$ cat src/rtl/deserializer_fsm.sv
// deserializer_fsm: bit-serial to parallel receiver, LSB first by default (MSB first with DESERIALIZER_MSB_FIRST_EN)
module deserializer_fsm #(
  parameter int LENGTH = 32
) (
  input  logic              i_clk,
  input  logic              i_rst,
  input  logic              i_en,
  input  logic              i_din,
  input  logic              i_din_valid,
  output logic              o_ready,
  output logic [LENGTH-1:0] ov_dout,
  output logic              o_dout_valid,
  input  logic              i_ready
);
  localparam int CNT_BITS = $clog2(LENGTH);
  typedef enum logic [2:0] {IDLE = 3'b000, SHIFT_IN = 3'b010, OUTPUT = 3'b100} state_t;
  state_t state, state_n;
  logic [CNT_BITS-1:0] counter, counter_n;
  logic [LENGTH-1:0] shift_reg, shift_reg_n, shifted, dout_n;
  logic valid_n, accept, last;
  assign o_ready = state == SHIFT_IN;
  assign accept = o_ready && i_din_valid;
  assign last = counter == CNT_BITS'(LENGTH - 1);
`ifdef DESERIALIZER_MSB_FIRST_EN
  assign shifted = {shift_reg[LENGTH-2:0], i_din};
`else
  assign shifted = {i_din, shift_reg[LENGTH-1:1]};
`endif
  always_ff @(posedge i_clk) begin
    if (i_rst) begin
      state        <= IDLE;
      counter      <= '0;
      shift_reg    <= '0;
      ov_dout      <= '0;
      o_dout_valid <= 1'b0;
    end else if (i_en) begin
      state        <= state_n;
      counter      <= counter_n;
      shift_reg    <= shift_reg_n;
      ov_dout      <= dout_n;
      o_dout_valid <= valid_n;
    end
  end
  always_comb begin
    state_n     = state;
    counter_n   = counter;
    shift_reg_n = shift_reg;
    dout_n      = ov_dout;
    valid_n     = o_dout_valid;
    case (state)
      IDLE: begin
        counter_n   = '0;
        shift_reg_n = '0;
        state_n     = SHIFT_IN;
      end
      SHIFT_IN: if (accept) begin
        shift_reg_n = shifted;
        counter_n   = last ? '0 : counter + 1'b1;
        dout_n      = last ? shifted : ov_dout;
        valid_n     = last;
        state_n     = last ? OUTPUT : SHIFT_IN;
      end
      OUTPUT: begin
        valid_n = i_ready ? 1'b0 : o_dout_valid;
        state_n = i_ready ? IDLE : OUTPUT;
      end
      default: state_n = IDLE;
    endcase
  end
endmodule

$ cat config.mk
export PLATFORM = sky130hd
export DESIGN_NAME = deserializer_fsm
export DESIGN_NICKNAME = d
export VERILOG_FILES = /design/src/rtl/deserializer_fsm.sv
export SDC_FILE = /design/constraint.sdc
export NUM_CORES = 1
export LEC_CHECK = 0
export ABC_CLOCK_PERIOD_IN_PS = 1650
export BUFFER_PORTS_ARGS = -buffer_cell sky130_fd_sc_hd__buf_2
export CORE_MARGIN = 10
export CORE_UTILIZATION = 51
export CTS_CLUSTER_SIZE = 28
export DETAILED_ROUTE_END_ITERATION = 7
export PLACE_DENSITY = 0.74
export SLEW_MARGIN = 10
export SYNTH_ARGS = -nofsm -noshare
export SYNTH_HDL_FRONTEND = slang
export SYNTH_SLANG_ARGS = --single-unit
export TNS_END_PERCENT = 1
$ cat constraint.sdc
create_clock -name i_clk -period 1.65 [get_ports i_clk]
set_input_delay 0.495 -clock i_clk [delete_from_list [all_inputs] [get_ports i_clk]]
set_output_delay 0.495 -clock i_clk [all_outputs]
set_load 0.005 [all_outputs]
==> results_dict.tcl <==
set metrics [dict create \
    path_class "register to register" \
    cts_tree "built" \
    firstDrtPassIters 4 \
    wl_per_cell_um 13.0 \
    die_y_um 94.4 \
    fin_ws_ns 0.0229 \
    post-place-ws_ns -0.0288 \
    wirelength_mm 5.92 \
    seqCellArea_um2 1430 \
    ctsLongestPathBuffers 2 \
    period_share_pct 98.6 \
    cp_cell_sequence "ha_4 -> and3_4 -> ha_1 -> and4b_2 -> a41oi_2 -> a311oi_2" \
    worst_hold_slack_ns 0.417 \
    vias_per_cell 5.22 \
    cts_buffers 9 \
    cp_slowest_stage_delay_ns 0.34 \
    synth_area_leaders "dfxtp_1, nand2_1, a21oi_1, o21ai_0, buf_6" \
    worst_setup_path_end_kind "register" \
    yosys.area.top_type "dfxtp_1" \
    layout_min_cycle_time_ns 1.63 \
    final_cell_area_um2 3410 \
    syn_avg_cell_area_um2 8.37 \
    area_growth_pct 20.9 \
    power_density_nw_per_um2 996 \
    dp_hpwl_mm 3.92 \
    min_to "ov_dout[31]" \
    largest_register_ffs 32 \
    worstPathRequired_ns 1.91 \
    p_leak_nw 1.25 \
    max_freq_ghz 0.615 \
    worstHoldStart "i_din" \
    start_util_pct 51.9 \
    synth-seq-cells 71 \
    nets 392 \
    grt_remaining_overflow 0 \
    pin_count 40 \
    grt_max_degree 32 \
    grt_pass1_wl_mm 10.1 \
    ant_nets 0 \
    r2r_start "counter[1]" \
    drive_above_1_share_pct 24.7 \
    syn_nets 350 \
    diodes 0 \
    post_dp_cell_area_um2 3070 \
    maxSlewViolCount 0 \
    arrival_ns 1.89 \
    reg2reg_slack_ns 0.02 \
    antenna_found_initial 0 \
    drtIter0Drc 140 \
    timing.rr.end "counter[3]" \
    place_congestion 0.867 \
    critPathMaxFanout 3 \
    skew_ns 0.00956 \
    reg2regPathDepth 6 \
    cp-start-kind "register" \
    h-tree-depth 3 \
    holdCritPathClass "input pin to register" \
    die_area_um2 8900 \
    yosys.cell_types.count 32 \
    grt_pass1_vias 2237 \
    drv_cap 0 \
    hold_viol_final 0 \
    finalSetupViolCount 0 \
    whs_path_depth 3 \
    vias 2379 \
    yosysTopAreaCellShare_pct 50.4 \
    root_buffer "clkbuf_8" \
    clock-sinks 71 \
    worstMarginPinSlew_ns 0.408 \
    layout_common_cells "nand2_1, dfxtp_1, a21oi_1" \
    grt_use_total_pct 14.0 \
    port_buffers 39 \
    status "finished clean" \
    slew_headroom_pct 72.8 \
    yosysWarnings 0 \
    netlist_instances 337 \
    core_um2 5440 \
    rows 27 \
    path_clk_slew_ns 0.07 \
    drc 0 \
    clk_latency_ns 0.34 \
    ir_worst_vdd_mv 0.641 \
    cts_hold_buf 0 \
    chipWidth_um 94.4 \
    yosysSeqAreaShare_pct 50.4 \
    syn-cell-area_um2 2820 \
    cp-startpoint "counter[1]" \
    final_common_cell "nand2_1" \
    slowest_stage "dfxtp_1" \
    multi_input_area_um2 1250 \
    fillCellCount 459 \
]
## Yosys cell counts (all sizes together)
cell type and instances:
a21oi 70, a311oi 2, a41oi 1, and2 1
and2b 1, and3 2, and4 1, and4b 1
buf 11, clkbuf 16, dfxtp 71, ha 7
inv 5, mux2i 1, nand2 98, nand2b 2
nand3 1, nand4 2, nor2 1, nor2b 3
o2111ai 2, o21ai 36, o41ai 1, or2b 1
## worst max-delay path: cells and delay by family, from the launching register on
family	cells	cell delay, ns
simple gates	2	0.49
fa+ha+maj	2	0.36
compound gates	2	0.35
flops	1	0.34
## routing by layer
layer / wire length [um] / GRT usage [%] / vias up / part of all wire [%]
li1: - / - / 1218 / -
met1: 2700 / 16.5 / 1099 / 46
met2: 2720 / 21.9 / 51 / 46
met3: 397 / 6.19 / 11 / 6.7
met4: 104 / 5.32 / 0 / 1.8
met5: 0 / 0 / - / 0
## cell families (layout without fill, tap and decap cells)
kind of cell | after synthesis | after routing | synth area share (%)
flip-flops | 71 | 71 | 50.4
AND/OR/NAND/NOR | 114 | 114 | 16.9
adder cells (fa/ha/maj) | 7 | 7 | 3.11
multiplexers | 1 | 1 | 0.799
buffers and inverters | 32 | 79 | 7.63
AO/OA/AOI/OAI | 112 | 112 | 21.2
## cell type report
type / count / area share (%)
Sequential cell: 71 / 41.8
Inverter: 5 / 0.550
Clock inverter: 5 / 2.38
Timing Repair Buffer: 58 / 12.1
Clock buffer: 11 / 3.85
Tap cell: 72 / 2.64
Multi-Input combinational cell: 234 / 36.7
## timing repair
item / in CTS / in global routing
endpoints found under the setup margin: 4 / 36
gates resized for setup: 5 / 18
buffers inserted: 0 / 3
pin swaps: 1 / 4
## stage by stage
| step | utilization [%] | setup TNS (ns) | total power, W | instances |
|---|---|---|---|---|
| 2_1_floorplan | - | 0 | 0.00188 | 337 |
| 3_3_place_gp | 56.4 | 0 | 0.00192 | 437 |
| 3_5_place_dp | 56.4 | -0.0288 | 0.00192 | 437 |
| 4_1_cts | 60.7 | 0 | 0.00341 | 453 |
| 5_1_grt | 62.7 | -0.466 | 0.00352 | 456 |
| 6_report | 62.7 | 0 | 0.00340 | 456 |
## how the worst max path moves through the flow
stage,to,slack (ns),cells after the start
6_report,counter[3],0.02,6
5_1_grt,counter[2],-0.07,6
3_5_place_dp,counter[3],-0.03,6
4_1_cts,o_ready,0.004,3
3_3_place_gp,shift_reg[27],0.02,6
2_1_floorplan,ov_dout[17],0.04,7
## power by group
| part | total (W) | internal [W] | switching (W) |
|---|---|---|---|
| logic | 0.000182 | 0.0000693 | 0.000113 |
| clock network | 0.00149 | 0.000855 | 0.000639 |
| registers | 0.00172 | 0.00172 | 0.00000496 |
| total | 0.00340 | 0.00264 | 0.000756 |
No activity file was read; power rests on OpenSTA's default activity.
